--- config.mk ---
export PLATFORM = sky130hd
export DESIGN_NAME = router_link_port_flat
export DESIGN_NICKNAME = d
export VERILOG_FILES = /design/src/rtl/router_link_port_pkg.sv /design/src/rtl/router_link_port_if.sv /design/src/rtl/router_link_port_fifo.sv /design/src/rtl/router_link_port.sv /design/src/flat_wrapper.sv
export SDC_FILE = /design/constraint.sdc
export NUM_CORES = 1
export LEC_CHECK = 0
export CAP_MARGIN = 20
export CORE_ASPECT_RATIO = 1.2
export CORE_MARGIN = 2
export CORE_UTILIZATION = 55
export CTS_CLUSTER_SIZE = 12
export DETAILED_ROUTE_END_ITERATION = 12
export PLACE_DENSITY_LB_ADDON = 0.08
export SLEW_MARGIN = 40
export SYNTH_ARGS = -nofsm -noshare
export SYNTH_HDL_FRONTEND = slang
export SYNTH_HIERARCHICAL = 1
export SYNTH_SLANG_ARGS = --single-unit
export TNS_END_PERCENT = 10
--- constraint.sdc ---
create_clock -name clock -period 2 [get_ports clock]
set_input_delay 0.2 -clock clock [delete_from_list [all_inputs] [get_ports clock]]
set_output_delay 0.2 -clock clock [all_outputs]
set_load 0.02 [all_outputs]
--- src/rtl/router_link_port_pkg.sv ---
// Shared router types: packet layout, link byte geometry and link FSM states.
package RouterPkg;

  localparam int unsigned PKT_BYTES = 4;
  localparam int unsigned BYTE_W    = 8;

  typedef struct packed {
    logic [3:0]  src;
    logic [3:0]  dest;
    logic [23:0] data;
  } pkt_t;

  typedef enum logic [1:0] {
    RX_IDLE,
    RX_B1,
    RX_B2,
    RX_B3
  } rx_state_t;

  typedef enum logic [2:0] {
    TX_IDLE,
    TX_B0,
    TX_B1,
    TX_B2,
    TX_B3
  } tx_state_t;

endpackage

--- src/rtl/router_link_port_if.sv ---
// Crossbar-side packet handshakes of one router port (inbound drain, outbound fill).
interface router_link_port_if;
  import RouterPkg::*;

  pkt_t rx_pkt;
  logic rx_valid;
  logic rx_ready;
  pkt_t tx_pkt;
  logic tx_valid;
  logic tx_ready;

  // Crossbar side
  modport master (
    input  rx_pkt, rx_valid, tx_ready,
    output rx_ready, tx_pkt, tx_valid
  );

  // Link port side
  modport slave (
    output rx_pkt, rx_valid, tx_ready,
    input  rx_ready, tx_pkt, tx_valid
  );
endinterface

--- src/rtl/router_link_port_fifo.sv ---
// Show-ahead packet FIFO; a push while full is accepted only alongside a pop.
module pkt_fifo
  import RouterPkg::*;
#(
  parameter int unsigned DEPTH = 2
) (
  input  logic                       clk_i,
  input  logic                       rst_ni,
  input  logic                       push_i,
  input  pkt_t                       din_i,
  input  logic                       pop_i,
  output pkt_t                       head_o,
  output logic [$clog2(DEPTH+1)-1:0] count_o,
  output logic                       full_o,
  output logic                       empty_o
);

  localparam int unsigned AW = (DEPTH > 1) ? $clog2(DEPTH) : 1;
  localparam int unsigned CW = $clog2(DEPTH + 1);

  pkt_t          mem_q [DEPTH];
  logic [AW-1:0] rd_q, wr_q;
  logic [CW-1:0] cnt_q;
  logic          do_push, do_pop;

  function automatic logic [AW-1:0] ptr_inc(input logic [AW-1:0] p);
    return (p == AW'(DEPTH - 1)) ? '0 : p + AW'(1);
  endfunction

  assign empty_o = (cnt_q == '0);
  assign full_o  = (cnt_q == CW'(DEPTH));
  assign count_o = cnt_q;
  assign head_o  = mem_q[rd_q];
  assign do_pop  = pop_i && !empty_o;
  assign do_push = push_i && (!full_o || do_pop);

  // Storage, pointers and occupancy
  always_ff @(posedge clk_i or negedge rst_ni) begin
    if (!rst_ni) begin
      for (int unsigned i = 0; i < DEPTH; i++) mem_q[i] <= '0;
      rd_q  <= '0;
      wr_q  <= '0;
      cnt_q <= '0;
    end else begin
      if (do_push) begin
        mem_q[wr_q] <= din_i;
        wr_q        <= ptr_inc(wr_q);
      end
      if (do_pop) rd_q <= ptr_inc(rd_q);
      if (do_push && !do_pop)      cnt_q <= cnt_q + CW'(1);
      else if (do_pop && !do_push) cnt_q <= cnt_q - CW'(1);
    end
  end

endmodule

--- src/rtl/router_link_port.sv ---
// Router endpoint of a node<->router byte-serial link: inbound deserializer
// into a packet FIFO, outbound staging register plus byte shifter.
module router_link_port
  import RouterPkg::*;
#(
  parameter int unsigned RX_DEPTH = 2
) (
  input  logic              clock,
  input  logic              reset_n,
  input  logic              put_in,
  input  logic [BYTE_W-1:0] payload_in,
  output logic              free_in,
  input  logic              free_out,
  output logic              put_out,
  output logic [BYTE_W-1:0] payload_out,
  output logic              link_err,
  router_link_port_if.slave xb
);

  localparam int unsigned CW = $clog2(RX_DEPTH + 1);

  // ---------------- inbound ----------------
  rx_state_t     rx_state_q, rx_state_d;
  logic [23:0]   rx_buf_q, rx_buf_d;
  logic          link_err_q, link_err_d;
  logic          alive_q;
  logic          rx_push, rx_pop;
  pkt_t          rx_push_pkt;
  logic [CW-1:0] rx_count;
  logic          rx_full, rx_empty;

  // alive_q keeps free_in low while reset is held
  assign free_in     = alive_q && (rx_state_q == RX_IDLE) && (rx_count < CW'(RX_DEPTH));
  assign rx_push_pkt = pkt_t'({rx_buf_q, payload_in});
  assign rx_pop      = !rx_empty && xb.rx_ready;
  assign xb.rx_valid = !rx_empty;
  assign link_err    = link_err_q;

  pkt_fifo #(.DEPTH(RX_DEPTH)) u_rx_fifo (
    .clk_i   (clock),
    .rst_ni  (reset_n),
    .push_i  (rx_push),
    .din_i   (rx_push_pkt),
    .pop_i   (rx_pop),
    .head_o  (xb.rx_pkt),
    .count_o (rx_count),
    .full_o  (rx_full),
    .empty_o (rx_empty)
  );

  // Inbound state register
  always_ff @(posedge clock or negedge reset_n) begin
    if (!reset_n) begin
      rx_state_q <= RX_IDLE;
      rx_buf_q   <= '0;
      link_err_q <= 1'b0;
      alive_q    <= 1'b0;
    end else begin
      rx_state_q <= rx_state_d;
      rx_buf_q   <= rx_buf_d;
      link_err_q <= link_err_d;
      alive_q    <= 1'b1;
    end
  end

  // Inbound byte assembly and protocol checking
  always_comb begin
    rx_state_d = rx_state_q;
    rx_buf_d   = rx_buf_q;
    rx_push    = 1'b0;
    link_err_d = 1'b0;
    unique case (rx_state_q)
      RX_IDLE: begin
        if (put_in) begin
          if (free_in) begin
            rx_buf_d   = {rx_buf_q[15:0], payload_in};
            rx_state_d = RX_B1;
          end else begin
            link_err_d = 1'b1;
          end
        end
      end
      RX_B1: begin
        if (put_in) begin
          rx_buf_d   = {rx_buf_q[15:0], payload_in};
          rx_state_d = RX_B2;
        end else begin
          rx_state_d = RX_IDLE;
          link_err_d = 1'b1;
        end
      end
      RX_B2: begin
        if (put_in) begin
          rx_buf_d   = {rx_buf_q[15:0], payload_in};
          rx_state_d = RX_B3;
        end else begin
          rx_state_d = RX_IDLE;
          link_err_d = 1'b1;
        end
      end
      RX_B3: begin
        rx_state_d = RX_IDLE;
        if (put_in) rx_push    = 1'b1;
        else        link_err_d = 1'b1;
      end
      default: rx_state_d = RX_IDLE;
    endcase
  end

  // ---------------- outbound ----------------
  tx_state_t   tx_state_q, tx_state_d;
  logic [31:0] stg_q, stg_d;
  logic        stg_full_q, stg_full_d;
  logic [31:0] tx_shift_q, tx_shift_d;
  logic        put_out_q, put_out_d;
  logic [7:0]  payload_out_q, payload_out_d;
  logic        tx_load, tx_accept;

  assign xb.tx_ready = !stg_full_q;
  assign tx_accept   = xb.tx_valid && !stg_full_q;
  assign tx_load     = stg_full_q && free_out &&
                       ((tx_state_q == TX_IDLE) || (tx_state_q == TX_B3));
  assign put_out     = put_out_q;
  assign payload_out = payload_out_q;

  // Outbound staging, shifter and registered link outputs
  always_ff @(posedge clock or negedge reset_n) begin
    if (!reset_n) begin
      tx_state_q    <= TX_IDLE;
      stg_q         <= '0;
      stg_full_q    <= 1'b0;
      tx_shift_q    <= '0;
      put_out_q     <= 1'b0;
      payload_out_q <= '0;
    end else begin
      tx_state_q    <= tx_state_d;
      stg_q         <= stg_d;
      stg_full_q    <= stg_full_d;
      tx_shift_q    <= tx_shift_d;
      put_out_q     <= put_out_d;
      payload_out_q <= payload_out_d;
    end
  end

  // Outbound sequencing; a load in TX_B3 overrides the return to idle
  always_comb begin
    stg_d         = stg_q;
    stg_full_d    = stg_full_q;
    tx_state_d    = tx_state_q;
    tx_shift_d    = tx_shift_q;
    put_out_d     = 1'b0;
    payload_out_d = '0;

    if (tx_load) stg_full_d = 1'b0;
    if (tx_accept) begin
      stg_d      = xb.tx_pkt;
      stg_full_d = 1'b1;
    end

    unique case (tx_state_q)
      TX_IDLE: tx_state_d = TX_IDLE;
      TX_B0, TX_B1, TX_B2: begin
        put_out_d     = 1'b1;
        payload_out_d = tx_shift_q[31:24];
        tx_shift_d    = {tx_shift_q[23:0], 8'h00};
        tx_state_d    = (tx_state_q == TX_B0) ? TX_B1 :
                        (tx_state_q == TX_B1) ? TX_B2 : TX_B3;
      end
      TX_B3:   tx_state_d = TX_IDLE;
      default: tx_state_d = TX_IDLE;
    endcase

    if (tx_load) begin
      tx_state_d    = TX_B0;
      put_out_d     = 1'b1;
      payload_out_d = stg_q[31:24];
      tx_shift_d    = {stg_q[23:0], 8'h00};
    end
  end

endmodule
--- src/flat_wrapper.sv ---
// flat-port wrapper written by rule: the top's interface ports become plain ports
module router_link_port_flat import RouterPkg::*;
#(
  parameter int unsigned RX_DEPTH = 2
)
  (clock, reset_n, put_in, payload_in, free_in, free_out, put_out, payload_out, link_err, xb_rx_pkt, xb_rx_valid, xb_tx_ready, xb_rx_ready, xb_tx_pkt, xb_tx_valid);
  router_link_port_if xb_i ();
  input  logic clock;
  input  logic reset_n;
  input  logic put_in;
  input  logic [BYTE_W-1:0] payload_in;
  output logic free_in;
  input  logic free_out;
  output logic put_out;
  output logic [BYTE_W-1:0] payload_out;
  output logic link_err;
  output wire logic [$bits(xb_i.rx_pkt)-1:0] xb_rx_pkt;
  output wire logic [$bits(xb_i.rx_valid)-1:0] xb_rx_valid;
  output wire logic [$bits(xb_i.tx_ready)-1:0] xb_tx_ready;
  input wire logic [$bits(xb_i.rx_ready)-1:0] xb_rx_ready;
  input wire logic [$bits(xb_i.tx_pkt)-1:0] xb_tx_pkt;
  input wire logic [$bits(xb_i.tx_valid)-1:0] xb_tx_valid;
  assign xb_rx_pkt = xb_i.rx_pkt;
  assign xb_rx_valid = xb_i.rx_valid;
  assign xb_tx_ready = xb_i.tx_ready;
  assign xb_i.rx_ready = xb_rx_ready;
  assign xb_i.tx_pkt = xb_tx_pkt;
  assign xb_i.tx_valid = xb_tx_valid;
  router_link_port #(.RX_DEPTH(RX_DEPTH)) u_core (.clock(clock), .reset_n(reset_n), .put_in(put_in), .payload_in(payload_in), .free_in(free_in), .free_out(free_out), .put_out(put_out), .payload_out(payload_out), .link_err(link_err), .xb(xb_i));
endmodule
# Yosys cells after proc, flatten, opt, wreduce, memory -nomap -nowiden

Index checks and enable logic that the tools add are counted.

Word-level logic and storage cells: 107
Register bits after elaboration: 173

Reductions and logical operators: 30
Eq/ne operators: 11
Bitwise gates (word level): 2
Order comparisons: 4
Muxes and demuxes: 37
$add $sub $neg: 4

Operator list:

| kind                 | count |
|---|---|
| $mux W32             | 6 |
| $mux W24             | 3 |
| $bwmux W64           | 1 |
| $pmux W24 S2         | 1 |
| $demux W32 S1        | 1 |
| $mux W8              | 2 |
| $mux W2              | 6 |
| $mux W3              | 4 |
| $logic_and A1 B1 Y1  | 11 |
| $mux W1              | 11 |
| $pmux W2 S4          | 1 |
| $reduce_bool A2 Y1   | 4 |
| $eq A2 B2 Y1 const B | 3 |
| $eq A3 B2 Y1 const B | 2 |
| $reduce_or A3 Y1     | 2 |
| $logic_not A1 Y1     | 5 |
| $ge A2 B2 Y1 const B | 2 |
| $logic_not A2 Y1     | 2 |
| $ne A2 B2 Y1 const B | 2 |
| $not A1 Y2           | 2 |
| $reduce_and A4 Y1    | 1 |
| $eq A3 B1 Y1 const B | 1 |
| $eq A3 B3 Y1 const B | 1 |
| $logic_not A3 Y1     | 1 |
| other kinds (11)     | 13 |

# Depth between registers and ports, before layout

Word-level depth: 10
Gate-level depth with buffers: 8
Gate-level depth less buffers: 8

# Modules after synthesis

The synthesis kept the hierarchy.

By module, submodules not included:

| module           | seq. area each (um^2) | times used | cells an instance | area each (um^2) |
|---|---|---|---|---|
| router_link_port | 2,427.3               | 1          | 273               | 3,985.1 |
| pkt_fifo         | 1,701.6               | 1          | 189               | 3,111.7 |

# Worst setup path before layout

OpenSTA, ideal clock, no wires.

Path kind: reg-to-reg
Start point: reg u_core.rx_state_q[0]
End point: reg u_core.rx_buf_q[10]
Setup time: 0.125 ns
Data arrival time: 1.653 ns
Path slack: 0.222 ns
Data required time: 1.875 ns
Cell stages (with the launch flop): 7
Cell sequence: dfrtp_1 inv_1 ha_1 and3b_4 o21ai_4 buf_12 mux2_4

Longest elaborated chain between the ends: 5
Elaborated cells between the ends (all ways): 12
Classes of those cells: 5 x eq/ne; 1 x mux; 6 x reduce/logical

Ends and longest elaborated chain:

| what                             | line                   | RTL |
|---|---|---|
| start, declared                  | router_link_port.sv:23 | `rx_state_t rx_state_q, rx_state_d;` |
| start signal, assigned           | router_link_port.sv:59 | `rx_state_q <= rx_state_d;` |
| $logic_not A2 Y1                 | router_link_port.sv:33 | `assign free_in = alive_q && (rx_state_q == RX_IDLE) && (rx_count < CW'(RX_DEPTH));` |
| $logic_and A1 B1 Y1 (2 in a row) | router_link_port.sv:33 |  |
| net free_in                      | flat_wrapper.sv:12     | `output logic free_in;` |
| $ne A2 B2 Y1 (no line)           | n/a                    |  |
| $reduce_and A4 Y1 (no line)      | n/a                    |  |
| end signal, assigned             | router_link_port.sv:60 | `rx_buf_q <= rx_buf_d;` |
| end, declared                    | router_link_port.sv:24 | `logic [23:0] rx_buf_q, rx_buf_d;` |

The timed path passes the listed nets, and every way through them passes these cells.
A chain may end at the register's enable or synchronous reset.

# Worst setup path after layout

Start point: reg u_core.u_rx_fifo.rd_q
End point: out xb_rx_pkt[24]

Longest elaborated chain between the ends: 4

Ends and longest elaborated chain:

| what                                        | line                        | RTL |
|---|---|---|
| start, declared                             | router_link_port_fifo.sv:22 | `logic [AW-1:0] rd_q, wr_q;` |
| start signal, assigned                      | router_link_port_fifo.sv:49 | `if (do_pop) rd_q <= ptr_inc(rd_q);` |
| $not A1 Y2 (not written as such)            | router_link_port_fifo.sv:33 | `assign head_o = mem_q[rd_q];` |
| $mux W32 (not written as such) (3 in a row) | router_link_port_fifo.sv:33 |  |
| end, declared                               | flat_wrapper.sv:17          | `output wire logic [$bits(xb_i.rx_pkt)-1:0] xb_rx_pkt;` |

No other way between the ends. The select of a mux whose other input is x is not followed.

==> report_table.html <==
<table>
<tr><th>Metric</th><th>Value</th></tr>
<tr><th colspan="2">Synth</th></tr>
<tr><td>Synthesized netlist net count</td><td>513</td></tr>
<tr><td>Count of yosys warnings during synthesis</td><td>6</td></tr>
<tr><td>Mean post-synth cell area</td><td>15.4 um^2</td></tr>
<tr><td>Post-Syn Instances</td><td>461</td></tr>
<tr><td>Syn Std Cell Area</td><td>0.00709 mm^2</td></tr>
<tr><th colspan="2">CTS</th></tr>
<tr><td>Worst skew pair latency</td><td>0.42 ns</td></tr>
<tr><td>TritonCTS buffer count</td><td>17</td></tr>
<tr><td>Max H-tree Level</td><td>4</td></tr>
<tr><td>Clock transition time at the flip-flop clock pins of the worst setup and hold paths</td><td>0.06 ns</td></tr>
<tr><td>Clock tree from TritonCTS</td><td>yes</td></tr>
<tr><td>Clock sink count</td><td>165</td></tr>
<tr><td>Clock buffer depth</td><td>2</td></tr>
<tr><td>Clock root buffer</td><td>clkbuf_16</td></tr>
<tr><th colspan="2">Detailed routing</th></tr>
<tr><td>Initial drt markers</td><td>192</td></tr>
<tr><td>Total number of vias</td><td>3938</td></tr>
<tr><td>Via/cell ratio</td><td>5.30</td></tr>
<tr><td>Wirelength, routed</td><td>12800 um</td></tr>
<tr><td>Number of DRC violations after detailed routing</td><td>0</td></tr>
<tr><td>Final antenna-violating net count</td><td>0</td></tr>
<tr><td>Post-detailed-route wirelength per cell</td><td>17.2 um</td></tr>
<tr><td>Total iterations of the first detailed-routing run</td><td>4</td></tr>
<tr><th colspan="2">Final layout</th></tr>
<tr><td>Number of filler instances in the final layout</td><td>888</td></tr>
<tr><td>Core Util, Final</td><td>69.9%</td></tr>
<tr><td>Fraction of layout cells with a size suffix above 1</td><td>35.9%</td></tr>
<tr><td>Layout area overhead</td><td>24.4%</td></tr>
<tr><td>Final #Nets</td><td>618</td></tr>
<tr><td>ANT cells</td><td>0</td></tr>
<tr><td>Number of cells in the finished layout apart from fillers</td><td>743</td></tr>
<tr><th colspan="2">Floorplan</th></tr>
<tr><td>Placeable core region</td><td>0.0126 mm^2</td></tr>
<tr><td>I/O Pins</td><td>91</td></tr>
<tr><td>Die boundary width</td><td>108 um</td></tr>
<tr><td>Die H</td><td>128 um</td></tr>
<tr><td>Starting utilization of the core area</td><td>56.2%</td></tr>
<tr><td>Floorplan die area</td><td>0.0138 mm^2</td></tr>
<tr><td>Standard-cell rows</td><td>45</td></tr>
<tr><th colspan="2">Global routing</th></tr>
<tr><td>Maximum number of pins on one net before global-route repair</td><td>60</td></tr>
<tr><td>Residual overflow from global routing</td><td>0</td></tr>
<tr><td>Number of global-route vias before repair</td><td>4217</td></tr>
<tr><td>First-pass GRT wire length</td><td>21800 um</td></tr>
<tr><td>Antenna violations before repair</td><td>0</td></tr>
<tr><td>GRT Util Overall</td><td>20.4%</td></tr>
<tr><th colspan="2">Setup path</th></tr>
<tr><td>Crit path max fanout</td><td>23</td></tr>
<tr><td>Gate family responsible for the most delay along the worst path</td><td>buffers and inverters</td></tr>
<tr><td>Critical Path Start Type</td><td>flop</td></tr>
<tr><td>Setup CP Type</td><td>reg -&gt; out</td></tr>
<tr><td>Crit path largest cell delay</td><td>0.39 ns</td></tr>
<tr><td>Number of buffers and inverters on the critical path</td><td>2</td></tr>
<tr><td>Endpoint required time on the critical path</td><td>1.80 ns</td></tr>
<tr><td>Crit-path cells</td><td>buf_12 &gt; mux2_2 &gt; dlygate4sd2_1</td></tr>
<tr><td>Data arrival, critical path</td><td>1.73 ns</td></tr>
<tr><td>Cell with the biggest individual delay on the critical path</td><td>dfrtp_1</td></tr>
<tr><td>Kind of end point of the critical path</td><td>output port</td></tr>
<tr><th colspan="2">Power and ir drop</th></tr>
<tr><td>Total power</td><td>14.8 mW</td></tr>
<tr><td>Power per cell area</td><td>1680 mW/mm^2</td></tr>
<tr><td>Static leakage power</td><td>4.16 nW</td></tr>
<tr><td>Peak VDD IR</td><td>0.926 mV</td></tr>
<tr><th colspan="2">Min path</th></tr>
<tr><td>Class of the worst hold path</td><td>in -&gt; async</td></tr>
<tr><th colspan="2">Placement</th></tr>
<tr><td>Inst Count DP</td><td>710</td></tr>
<tr><td>RePlAce Congestion</td><td>0.738</td></tr>
<tr><td>Post-place setup slack</td><td>0.0251 ns</td></tr>
<tr><td>Buffers added on ports</td><td>90</td></tr>
<tr><td>Final HPWL DP</td><td>8390 um</td></tr>
<tr><th colspan="2">STA</th></tr>
<tr><td>Smallest setup slack after layout</td><td>0.0737 ns</td></tr>
<tr><td>Maximum clock frequency</td><td>519 MHz</td></tr>
<tr><td>Setup Viol. Count Final</td><td>0</td></tr>
<tr><td>Worst slew slack as a fraction of its limit</td><td>63.4%</td></tr>
<tr><td>Setup repair after global routing missed its margin</td><td>false</td></tr>
<tr><td>Setup TNS</td><td>0 ns</td></tr>
<tr><td>Share of the clock period used by the worst path</td><td>96.3%</td></tr>
<tr><td>Worst Skew</td><td>0.00734 ns</td></tr>
<tr><td>Final hold violation count</td><td>0</td></tr>
<tr><td>Post-layout min period</td><td>1.93 ns</td></tr>
<tr><td>Worst Max-Slew Pin Slew</td><td>0.549 ns</td></tr>
<tr><td>Max-slew violation count</td><td>0</td></tr>
<tr><th colspan="2">Run status</th></tr>
<tr><td>Outcome</td><td>complete, no violations</td></tr>
<tr><th colspan="2">Run</th></tr>
<tr><td>Number of maximum-capacitance violations</td><td>0</td></tr>
</table>
-- layout make-up --
class | instances | area, um^2 | area share (%)
Clock buffer | 23 | 478 | 5.42
Clock inverter | 9 | 77.6 | 0.880
Inverter | 7 | 26.3 | 0.298
Multi-Input combinational cell | 264 | 2760 | 31.3
Sequential cell | 165 | 4130 | 46.8
Tap cell | 164 | 205 | 2.33
Timing Repair Buffer | 111 | 1140 | 13.0
-- path summary, 6_finish.rpt --
kind / end / start / cells past startpoint / slack [ns]
worst max-delay path: xb_rx_pkt[24] / u_core/u_rx_fifo/rd_q / 3 / 0.07
worst max register to register: u_core/rx_buf_q[0] / u_core/rx_state_q[0] / 6 / 0.17
worst min register to register: u_core/tx_shift_q[31] / u_core/stg_q[23] / 2 / 0.48
min in group clock: u_core/stg_q[20] / xb_tx_pkt[20] / 2 / 0.39
max in group asynchronous: u_core/u_rx_fifo/mem_q[5] / reset_n / 3 / 1.07
worst min-delay path: u_core/stg_q[27] / reset_n / 2 / 0.33
-- per-stage QoR --
| step | hold slack, ns | instance area (um^2) |
|---|---|---|
| after floorplan | -0.0956 | 7090 |
| after global placement | 0.206 | 8290 |
| after detailed placement | 0.211 | 8290 |
| after CTS | 0.335 | 8820 |
| after global routing | 0.378 | 8820 |
| final | 0.334 | 8820 |
-- power by group --
part	internal (mW)	switching [mW]
clock	1.80	1.23
sequential	4.89	0.997
combinational	3.34	2.55
total	10.0	4.78
-- flip-flops by register name (all words and copies together) (netlist names) --
register,cells
u_core/tx_shift_q,24
u_core/rx_state_q,2
u_core/tx_state_q,3
u_core/payload_out,8
u_core/rx_buf_q,24
u_core/u_rx_fifo/mem_q,64
u_core/u_rx_fifo/rd_q,1
u_core/u_rx_fifo/count_o,2
u_core/u_rx_fifo/wr_q,1
u_core/stg_q,32
u_core/stg_full_q,1
u_core/link_err,1
u_core/alive_q,1
u_core/put_out,1
-- routing by layer --
layer  share of wire, %  GRT usage, %  vias up
met5                  0             0        -
met4                1.3          7.47        0
met3                3.2          4.10       12
met2                 48          32.1       73
met1                 48          28.4     2021
li1                   -             -     1832
-- cells in the final DEF, fill, tap and decap left out, drive strengths merged --
cell type / n
nand3b: 2
mux2: 152
a2111oi: 1
mux2i: 16
xnor2: 3
o21ai: 19
nor3b: 2
bufinv: 1
nand2b: 2
clkbuf: 24
nor4bb: 1
clkinv: 8
nor2: 9
dfrtp: 165
buf: 21
conb: 1
nand2: 18
o21ba: 2
a21oi: 1
inv: 7
a22o: 16
dlygate4sd3: 1
o21bai: 3
xor2: 3
and3b: 1
dlygate4sd2: 32
o22a: 1
ha: 6
nor2b: 4
and2: 1
clkdlybuf4s50: 56
-- what timing repair did --
item | CTS | global route
endpoints found under the setup margin | 33 | 1
hold buffers | 1 | 0
buffers inserted | 0 | 0
resized for setup | 34 | 2
hold endpoints to repair | 56 | 0
Power figures use the tool's default switching activity.
==> RTL edit, RTL diff (config.mk and constraints unchanged) <==
The 5 states of `tx_state_t` get a one-hot encoding in 5 bits.
--- a/src/rtl/router_link_port_pkg.sv
+++ b/src/rtl/router_link_port_pkg.sv
@@ -17,12 +17,12 @@
     RX_B3
   } rx_state_t;
 
-  typedef enum logic [2:0] {
-    TX_IDLE,
-    TX_B0,
-    TX_B1,
-    TX_B2,
-    TX_B3
+  typedef enum logic [4:0] {
+    TX_IDLE = 5'b00001,
+    TX_B0   = 5'b00010,
+    TX_B1   = 5'b00100,
+    TX_B2   = 5'b01000,
+    TX_B3   = 5'b10000
   } tx_state_t;
 
 endpackage
Check against the original RTL: no difference found for any inputs over 10 cycles, from zero or initial values and one cycle with reset_n low; not proved beyond that.
==> RTL edit against the unedited design <==
Core utilization shrank 0.065 points; critical endpoint is now xb_rx_pkt[0]; worst setup slack lost 0.0086 ns; count of clock-buffer cells in the layout shrank 2; largest power group unchanged; cell area shrank 0.54%; area after synthesis shrank 0.64%; total power shrank 5.7%; sequential cell count grew 2; routed wire length is essentially flat; synthesized cell count grew 0.43%.
==> RTL edit: results <==
set metrics [dict create \
    numCtsBuffers 17 \
    row_count 45 \
    ff2ff_path_depth 5 \
    wl_met2_um 6760 \
    grt_pass1_wl_um 21100 \
    vias_per_cell 5.40 \
    p_leak_nw 4.04 \
    placed_area_sq_um 8210 \
    fill_cells 911 \
    grt_pass1_vias 4293 \
    cp_top_family "buffers and inverters" \
    place_inst 710 \
    crit_path_max_fanout 10 \
    ff_latch_area_sq_um 4180 \
    finalWirelength_um 12700 \
    r2r-start "u_core/tx_state_q[3]" \
    syn_nets 515 \
    gp_congestion 0.783 \
    fin_nets 618 \
    multi_input_area_share_pct 30.5 \
    grt_use_met1_pct 24.1 \
    cpPeakStageDelay_ns 0.39 \
    critPathLaunch "u_core/u_rx_fifo/rd_q" \
    nNonClkInverters 8 \
    cts_repair_resize_count 33 \
    multi_input_area_sq_um 2670 \
    nClkBuffers 21 \
    grtUsageMet3_pct 4.68 \
    post-place-ws_ns 0.0277 \
    antenna_found_initial 0 \
    dp_hpwl_um 8320 \
    buffer_area_share_pct 12.4 \
    multi_input_gates 265 \
    clock_skew_ns 0.00898 \
    seq_cells 167 \
    drive_gt1_share_pct 35.1 \
    buffers_excl_clock 107 \
    m1WireLength_um 5210 \
    yosysWarnings 6 \
    ctsLongestPathBuffers 2 \
    vdd_drop_max_v 0.000797 \
    num_vias 4013 \
    clkLatencyLatePin_ns 0.42 \
    grt_use_total_pct 20.1 \
    status "complete, no violations" \
    drt_iter0_markers 88 \
    grt_max_degree 50 \
    num_antenna_cells 0 \
    synth.avg_cell_area_sq_um 15.2 \
    met2_usage_pct 34.3 \
    met3_wirelength_um 473 \
    dr.pass1.iters 5 \
    clk_share_pct 6.68 \
]
==> RTL edit: cell count changes in the layout (fill, tap and decap cells not counted), moves of 6 or more <==
| cell | change |
|---|---|
| nand2_1 | -14 |
| mux2_4 | -20 |
| a21oi_1 | +16 |
| nor2_1 | +14 |
| o21ai_0 | -10 |
| mux2_2 | +19 |
| o21ai_1 | -6 |
==> RTL edit: power breakdown <==
| group | switching, mW | internal, mW |
|---|---|---|
| registers | 0.921 | 4.88 |
| logic | 2.21 | 2.75 |
| clock network | 1.30 | 1.90 |
| total | 4.43 | 9.53 |
==> RTL edit: final timing paths <==
check | endpoint | slack [ns]
max in group asynchronous | u_core/u_rx_fifo/mem_q[39] | 0.94
max | xb_rx_pkt[0] | 0.07
min reg2reg | u_core/stg_q[14] | 0.49
min | u_core/u_rx_fifo/mem_q[62] | 0.29
min in group clock | u_core/stg_q[23] | 0.38
max reg2reg | u_core/tx_shift_q[12] | 0.09
